===== src/rtl/bv_cfg_pkg.sv =====
// Shared definitions for the bit-vector RAM configuration loader:
// FSM state encoding, config header layout and bank bus widths.
package bv_cfg_pkg;

   localparam int SEL_W  = 5;
   localparam int ADDR_W = 6;
   localparam int DATA_W = 32;

   localparam logic [7:0] HDR_MAGIC_DEF = 8'hB5;

   localparam int HDR_MAGIC_LSB = 24;
   localparam int HDR_MAGIC_W   = 8;
   localparam int HDR_RSVD_W    = 7;
   localparam int HDR_CNT_LSB   = 11;
   localparam int HDR_CNT_W     = 6;
   localparam int HDR_ADDR_LSB  = 5;
   localparam int HDR_ADDR_W    = 6;
   localparam int HDR_SEL_LSB   = 0;
   localparam int HDR_SEL_W     = 5;

   typedef enum logic [1:0] {
      ST_IDLE = 2'd0,
      ST_DATA = 2'd1,
      ST_SKIP = 2'd2
   } cfg_state_e;

   // Field order matches the bit positions above, MSB first.
   typedef struct packed {
      logic [HDR_MAGIC_W-1:0] magic;
      logic [HDR_RSVD_W-1:0]  rsvd;
      logic [HDR_CNT_W-1:0]   cnt_m1;
      logic [HDR_ADDR_W-1:0]  addr;
      logic [HDR_SEL_W-1:0]   sel;
   } cfg_hdr_t;

endpackage


===== src/rtl/bv_cfg_loader_if.sv =====
// Config ingress stream plus the shared bv_ram write bus.
// slave = loader side, master = host/bank side.
interface bv_cfg_loader_if;
   import bv_cfg_pkg::*;

   logic              s_valid;
   logic              s_ready;
   logic [DATA_W-1:0] s_data;
   logic              wr_en;
   logic [SEL_W-1:0]  sram_sel;
   logic [ADDR_W-1:0] addr_wr;
   logic [DATA_W-1:0] din;

   modport master (
      output s_valid, s_data,
      input  s_ready, wr_en, sram_sel, addr_wr, din
   );

   modport slave (
      input  s_valid, s_data,
      output s_ready, wr_en, sram_sel, addr_wr, din
   );

endinterface


===== src/rtl/bv_cfg_hdr_dec.sv =====
// Combinational config header decode: field extraction, magic check and
// bank range check (the range result is only acted on with BV_CFG_RANGE_CHECK_EN).
module bv_cfg_hdr_dec
   import bv_cfg_pkg::*;
#(
   parameter int         NUM_RAMS   = 32,
   parameter int         DATA_DEPTH = 48,
   parameter logic [7:0] HDR_MAGIC  = HDR_MAGIC_DEF
) (
   input  logic [DATA_W-1:0] i_word,
   output logic [SEL_W-1:0]  o_sel,
   output logic [ADDR_W-1:0] o_addr,
   output logic [ADDR_W-1:0] o_cnt_m1,
   output logic              o_magic_ok,
   output logic              o_rng_ok
);

   cfg_hdr_t   w_hdr;
   logic [7:0] w_end;
   logic       w_unused_rsvd;

   assign w_hdr         = cfg_hdr_t'(i_word);
   assign w_unused_rsvd = ^w_hdr.rsvd;

   assign o_sel    = w_hdr.sel;
   assign o_addr   = w_hdr.addr;
   assign o_cnt_m1 = w_hdr.cnt_m1;

   assign o_magic_ok = (w_hdr.magic == HDR_MAGIC);

   // One past the last address touched; needs 7 bits since count reaches 64.
   assign w_end    = 8'(w_hdr.addr) + 8'(w_hdr.cnt_m1) + 8'd1;
   assign o_rng_ok = (32'(w_hdr.sel) < NUM_RAMS) && (32'(w_end) <= DATA_DEPTH);

endmodule


===== src/rtl/bv_cfg_loader.sv =====
// Config sequencer: parses header+payload bursts and drives the bv_ram bank
// write bus. Optional BV_CFG_RANGE_CHECK_EN rejects out-of-range headers and drains them.
module bv_cfg_loader
   import bv_cfg_pkg::*;
#(
   parameter int         NUM_RAMS   = 32,
   parameter int         DATA_DEPTH = 48,
   parameter logic [7:0] HDR_MAGIC  = HDR_MAGIC_DEF
) (
   input  logic                clk,
   input  logic                rst,
   bv_cfg_loader_if.slave      bus,
   output logic                busy,
   output logic                done,
   output logic                err,
   output logic [NUM_RAMS-1:0] loaded
);

   cfg_state_e        r_state;
   logic              r_ready;
   logic [SEL_W-1:0]  r_sel;
   logic [ADDR_W-1:0] r_addr;
   logic [ADDR_W-1:0] r_rem;
   logic              r_wr_en;
   logic [SEL_W-1:0]  r_sram_sel;
   logic [ADDR_W-1:0] r_addr_wr;
   logic [DATA_W-1:0] r_din;
   logic              r_done;
   logic              r_err;
   logic [NUM_RAMS-1:0] r_loaded;

   logic              w_hs;
   logic [SEL_W-1:0]  w_sel;
   logic [ADDR_W-1:0] w_addr;
   logic [ADDR_W-1:0] w_cnt_m1;
   logic              w_magic_ok;
   logic              w_rng_ok;

   bv_cfg_hdr_dec #(
      .NUM_RAMS   (NUM_RAMS),
      .DATA_DEPTH (DATA_DEPTH),
      .HDR_MAGIC  (HDR_MAGIC)
   ) u_hdr_dec (
      .i_word     (bus.s_data),
      .o_sel      (w_sel),
      .o_addr     (w_addr),
      .o_cnt_m1   (w_cnt_m1),
      .o_magic_ok (w_magic_ok),
      .o_rng_ok   (w_rng_ok)
   );

`ifndef BV_CFG_RANGE_CHECK_EN
   logic w_unused_rng;
   assign w_unused_rng = w_rng_ok;
`endif

   // Every live state accepts; r_ready only masks the reset cycle.
   assign w_hs        = bus.s_valid & r_ready;
   assign bus.s_ready = r_ready;

   assign bus.wr_en    = r_wr_en;
   assign bus.sram_sel = r_sram_sel;
   assign bus.addr_wr  = r_addr_wr;
   assign bus.din      = r_din;

   assign busy   = (r_state != ST_IDLE);
   assign done   = r_done;
   assign err    = r_err;
   assign loaded = r_loaded;

   always_ff @(posedge clk) begin
      if (rst) begin
         r_state    <= ST_IDLE;
         r_ready    <= 1'b0;
         r_sel      <= '0;
         r_addr     <= '0;
         r_rem      <= '0;
         r_wr_en    <= 1'b0;
         r_sram_sel <= '0;
         r_addr_wr  <= '0;
         r_din      <= '0;
         r_done     <= 1'b0;
         r_err      <= 1'b0;
         r_loaded   <= '0;
      end else begin
         r_ready <= 1'b1;
         r_wr_en <= 1'b0;
         r_done  <= 1'b0;
         r_err   <= 1'b0;
         case (r_state)
            ST_IDLE: begin
               if (w_hs) begin
                  if (!w_magic_ok) begin
                     r_err <= 1'b1;
                  end
`ifdef BV_CFG_RANGE_CHECK_EN
                  else if (!w_rng_ok) begin
                     r_err   <= 1'b1;
                     r_rem   <= w_cnt_m1;
                     r_state <= ST_SKIP;
                  end
`endif
                  else begin
                     r_sel   <= w_sel;
                     r_addr  <= w_addr;
                     r_rem   <= w_cnt_m1;
                     r_state <= ST_DATA;
                  end
               end
            end
            ST_DATA: begin
               if (w_hs) begin
                  r_wr_en    <= 1'b1;
                  r_sram_sel <= r_sel;
                  r_addr_wr  <= r_addr;
                  r_din      <= bus.s_data;
                  r_addr     <= r_addr + ADDR_W'(1);
                  r_rem      <= r_rem - ADDR_W'(1);
                  if (r_rem == '0) begin
                     r_state <= ST_IDLE;
                     r_done  <= 1'b1;
                     // Indices past NUM_RAMS have no flag to set.
                     for (int i = 0; i < NUM_RAMS; i++) begin
                        if (r_sel == SEL_W'(i)) r_loaded[i] <= 1'b1;
                     end
                  end
               end
            end
`ifdef BV_CFG_RANGE_CHECK_EN
            ST_SKIP: begin
               if (w_hs) begin
                  r_rem <= r_rem - ADDR_W'(1);
                  if (r_rem == '0) r_state <= ST_IDLE;
               end
            end
`endif
            default: r_state <= ST_IDLE;
         endcase
      end
   end

endmodule


===== src/flat_wrapper.sv =====
// flat-port wrapper written by rule: the top's interface ports become plain ports
module bv_cfg_loader_flat import bv_cfg_pkg::*;
#(
   parameter int         NUM_RAMS   = 32,
   parameter int         DATA_DEPTH = 48,
   parameter logic [7:0] HDR_MAGIC  = HDR_MAGIC_DEF
)
  (clk, rst, busy, done, err, loaded, bus_s_valid, bus_s_data, bus_s_ready, bus_wr_en, bus_sram_sel, bus_addr_wr, bus_din);
  bv_cfg_loader_if bus_i ();
  input  logic clk;
  input  logic rst;
  output logic busy;
  output logic done;
  output logic err;
  output logic [NUM_RAMS-1:0] loaded;
  input wire logic [$bits(bus_i.s_valid)-1:0] bus_s_valid;
  input wire logic [$bits(bus_i.s_data)-1:0] bus_s_data;
  output wire logic [$bits(bus_i.s_ready)-1:0] bus_s_ready;
  output wire logic [$bits(bus_i.wr_en)-1:0] bus_wr_en;
  output wire logic [$bits(bus_i.sram_sel)-1:0] bus_sram_sel;
  output wire logic [$bits(bus_i.addr_wr)-1:0] bus_addr_wr;
  output wire logic [$bits(bus_i.din)-1:0] bus_din;
  assign bus_i.s_valid = bus_s_valid;
  assign bus_i.s_data = bus_s_data;
  assign bus_s_ready = bus_i.s_ready;
  assign bus_wr_en = bus_i.wr_en;
  assign bus_sram_sel = bus_i.sram_sel;
  assign bus_addr_wr = bus_i.addr_wr;
  assign bus_din = bus_i.din;
  bv_cfg_loader #(.NUM_RAMS(NUM_RAMS), .DATA_DEPTH(DATA_DEPTH), .HDR_MAGIC(HDR_MAGIC)) u_core (.clk(clk), .rst(rst), .bus(bus_i), .busy(busy), .done(done), .err(err), .loaded(loaded));
endmodule

===== config.mk =====
export PLATFORM = sky130hd
export DESIGN_NAME = bv_cfg_loader_flat
export DESIGN_NICKNAME = d
export VERILOG_FILES = /design/src/rtl/bv_cfg_pkg.sv /design/src/rtl/bv_cfg_loader_if.sv /design/src/rtl/bv_cfg_hdr_dec.sv /design/src/rtl/bv_cfg_loader.sv /design/src/flat_wrapper.sv
export SDC_FILE = /design/constraint.sdc
export NUM_CORES = 1
export LEC_CHECK = 0
export BUFFER_PORTS_ARGS = -buffer_cell sky130_fd_sc_hd__buf_4
export CAP_MARGIN = 15
export CELL_PAD_IN_SITES_DETAIL_PLACEMENT = 1
export CELL_PAD_IN_SITES_GLOBAL_PLACEMENT = 1
export CORE_AREA = 2 2 102 104
export DETAILED_ROUTE_END_ITERATION = 10
export DIE_AREA = 0 0 104 106
export PLACE_DENSITY = 0.86
export SLEW_MARGIN = 20
export SYNTH_ARGS = -nofsm -noshare
export SYNTH_HDL_FRONTEND = slang
export SYNTH_SLANG_ARGS = --single-unit

===== constraint.sdc =====
create_clock -name clk -period 4.6 [get_ports clk]
set_clock_uncertainty 0.1 [all_clocks]
set_input_delay 0.23 -clock clk [delete_from_list [all_inputs] [get_ports clk]]
set_output_delay 0.23 -clock clk [all_outputs]
set_load 0.005 [all_outputs]

==> results by group <==
Synthesis
  – Sequential fraction of the synthesis area: 0.509
  – Distinct cells, synth: 44
  – Main flop type after synthesis: dfxtp_1
  – Largest area contributor in the netlist: dfxtp_1
  – Post-synth EDFFs: 0
  – Synthesized cell area: 0.00382 mm²
  – Synth Area per Inst: 8.02 µm²
  – Post-synth top cells: 104 x nand2_1, 97 x dfxtp_1, 68 x a21oi_1, 57 x nor2_1, 29 x clkbuf_1
  – Most frequent cell after synthesis: nand2_1
  – Seq cells post-synth: 97
  – Share of flip-flops with an asynchronous set or reset: 0
  – Syn Nets: 514
  – Main area contributors after synthesis: dfxtp_1 51%, nand2_1 10%, a21oi_1 8.9%, nor2_1 5.6%, a31oi_1 2.9%
  – Gate Count Post-Synth: 476
  – Warnings, synthesis: 0
  – Post-synth top area share: 0.509

Routing
  – Remaining routing DRC violations: 0
  – Via count: 3722
  – Pre-antenna DRT Iters: 4
  – Drt via density: 5.25
  – Final ANT Viol Nets: 0
  – Final WL: 11.4 mm
  – DR iter-0 viols: 149
  – Drt wl/cell: 16.1 µm

Timing
  – Final Hold Fails: 0
  – Fmax: 433 MHz
  – Fin crit period: 2.31 ns
  – RSZ-0062 raised after global routing: false
  – Setup TNS: 0 ns
  – # setup viols final: 0
  – Tcrit/Tclk final: 0.502
  – Max_slew headroom: 0.349
  – Worst Tran Pin Value: 0.976 ns
  – Max-slew violation count: 0

Clock network
  – Clk_lat worst skew: 0.37 ns
  – TritonCTS clock tree: done
  – H-tree Lvls: 3
  – Clk buf depth: 2
  – Setup bufs post-CTS: 0
  – Post-cts sizing count: 0
  – Clk Tree Root Cell: clkbuf_8
  – CTS buffer count: 9
  – Clock transition at the registers of the reported paths: 0.09 ns
  – CTS Sinks: 97

Floorplanning
  – Site Rows: 37
  – Die area: 0.0110 mm²
  – Die width: 104 µm
  – Chip height: 106 µm
  – Core area: 0.0100 mm²
  – Num ports: 115
  – Initial Utilization: 0.382

Cells and area
  – Fin cells: 709
  – Layout cell share with drive strength beyond 1: 0.255
  – Layout Utilization: 0.493
  – Fin area: 0.00493 mm²
  – Final antenna diode count: 0
  – Final #Nets: 606
  – Layout area overhead: 29.3%

Run
  – Max Cap Viol: 0

Critical path
  – CP endpoint kind: flip-flop
  – Worst R2R End: u_core.loaded[31]
  – Reg-to-Reg Start: u_core.r_state[0]
  – Worst path required time: 4.80 ns
  – Critical path capture point: u_core.loaded[31]
  – Critical path startpoint: u_core.r_state[0]
  – Worst reg2reg setup slack: 2.29 ns
  – Arrival time worst endpoint: 2.51 ns
  – WS Path Type: flip-flop to flip-flop
  – Crit Path Max Fanout: 33
  – Nature of the critical path startpoint: flip-flop
  – Worst reg-to-reg path cell count: 4

Power and ir drop
  – Tot Pwr: 1.41 mW
  – Worst IR Drop VDD: 149 µV
  – Static Leak: 1.90 nW
  – P per Cell Area: 286 mW/mm²

Run status
  – Outcome: completed

Placement
  – Placed cell areas: 0.00471 mm²
  – Placed Cells: 688
  – HPWL after DPL: 7.76 mm
  – GP Congestion: 0.902
  – Port-buffer cells: 114

Global routing
  – Vias in the first global route: 3732
  – First-pass GRT wire length: 18.8 mm
  – Global-route usage over all layers: 0.211
  – Grt ovf: 0
  – Largest net degree at the start of global routing: 96
  – Antenna violations before repair: 0

Worst hold path
  – Worst hold path class: input port to flip-flop
  – Worst Hold Launch: bus_s_data[27]
## registers in the layout, indices dropped and copies added, names as in the netlist
register	cells
u_core.bus.din	32
u_core.loaded	32
u_core.bus.addr_wr	6
u_core.r_addr	6
u_core.r_rem	6
u_core.bus.sram_sel	5
u_core.r_sel	5
u_core.bus.s_ready	1
u_core.bus.wr_en	1
u_core.done	1
u_core.err	1
u_core.r_state	1
## cells in the final DEF, fill, tap and decap left out, types with 2 or more instances in the layout
cell           synthesis  final
dlygate4sd3_1          0      5
or2_2                  3      3
mux2i_1                9      9
clkinv_2               0      3
and2_1                 3      3
clkbuf_8               0     10
ha_1                   3      3
buf_4                  1    117
a31oi_1               18     18
dfxtp_1               97     96
nor3_1                18     18
and3_1                 3      2
nand4b_1               2      2
a41oi_1                2      2
a21oi_1               68     68
or3_1                  4      4
o21ai_0                8      8
nand2b_1               4      4
nand3_1                5      5
inv_1                  3      3
nor2_1                57     57
nand2_1              104    104
## worst max-delay path, cell delays in order, from the launching register on
cell,delay [ns]
dfxtp_1,0.80
and3_2,0.34
and4b_2,0.66
a31oi_1,0.20
nor2_1,0.13
## cells by family (layout without fill, tap and decap cells)
family                   count (synthesis)  count (layout)  synth area share
multiplexers                            10              10            0.0265
AND/OR/NAND/NOR                        216             216             0.252
buffers and inverters                   44             141            0.0459
flip-flops                              97              97             0.509
adder cells (fa/ha/maj)                  3               3           0.00983
AO/OA/AOI/OAI                          106             106             0.157
## metrics by stage
step	hold slack, ns	setup WS, ns
2_1_floorplan	0.220	2.94
3_3_place_gp	0.344	2.10
3_5_place_dp	0.350	1.96
4_1_cts	0.000991	1.97
5_1_grt	0.0107	2.14
6_report	0.0179	2.29
## final cells by class
type	count	area, µm²
sequential	97	1940
tap	136	170
inverter	3	11.3
timing repair buffer	122	928
multi-input combinational	335	1710
clock buffer	11	141
clock inverter	5	31.3
fill	1247	5060
## routing by layer
| metal | GRT usage | wire (µm) | vias to the layer above |
|---|---|---|---|
| li1 | - | - | 1787 |
| met5 | 0 | 0 | - |
| met2 | 0.359 | 5680 | 96 |
| met4 | 0.0917 | 184 | 0 |
| met1 | 0.259 | 5040 | 1824 |
| met3 | 0.0460 | 539 | 15 |
## how the worst min path moves through the flow
stage                          to  slack, ns  cells past startpoint
2_1_floorplan  u_core.bus.s_ready       0.22                      1
5_1_grt         u_core.bus.din[9]       0.01                      3
3_3_place_gp   u_core.bus.din[24]       0.34                      2
3_5_place_dp   u_core.bus.din[30]       0.35                      2
6_report       u_core.bus.din[27]       0.02                      3
4_1_cts        u_core.bus.din[20]      0.001                      3
## timing repair
action                                  CTS  global route
hold buffers                              5             0
endpoints found under the hold margin     5             0
endpoints found under the setup margin    0             0
## where the power goes
part           switching, mW  internal (mW)  leakage (nW)  total (mW)
Combinational         0.0315         0.0264          1.03      0.0579
Clock                  0.300          0.210        0.0891       0.510
Sequential           0.00159          0.840         0.782       0.842
No activity file was read; power rests on OpenSTA's default activity.
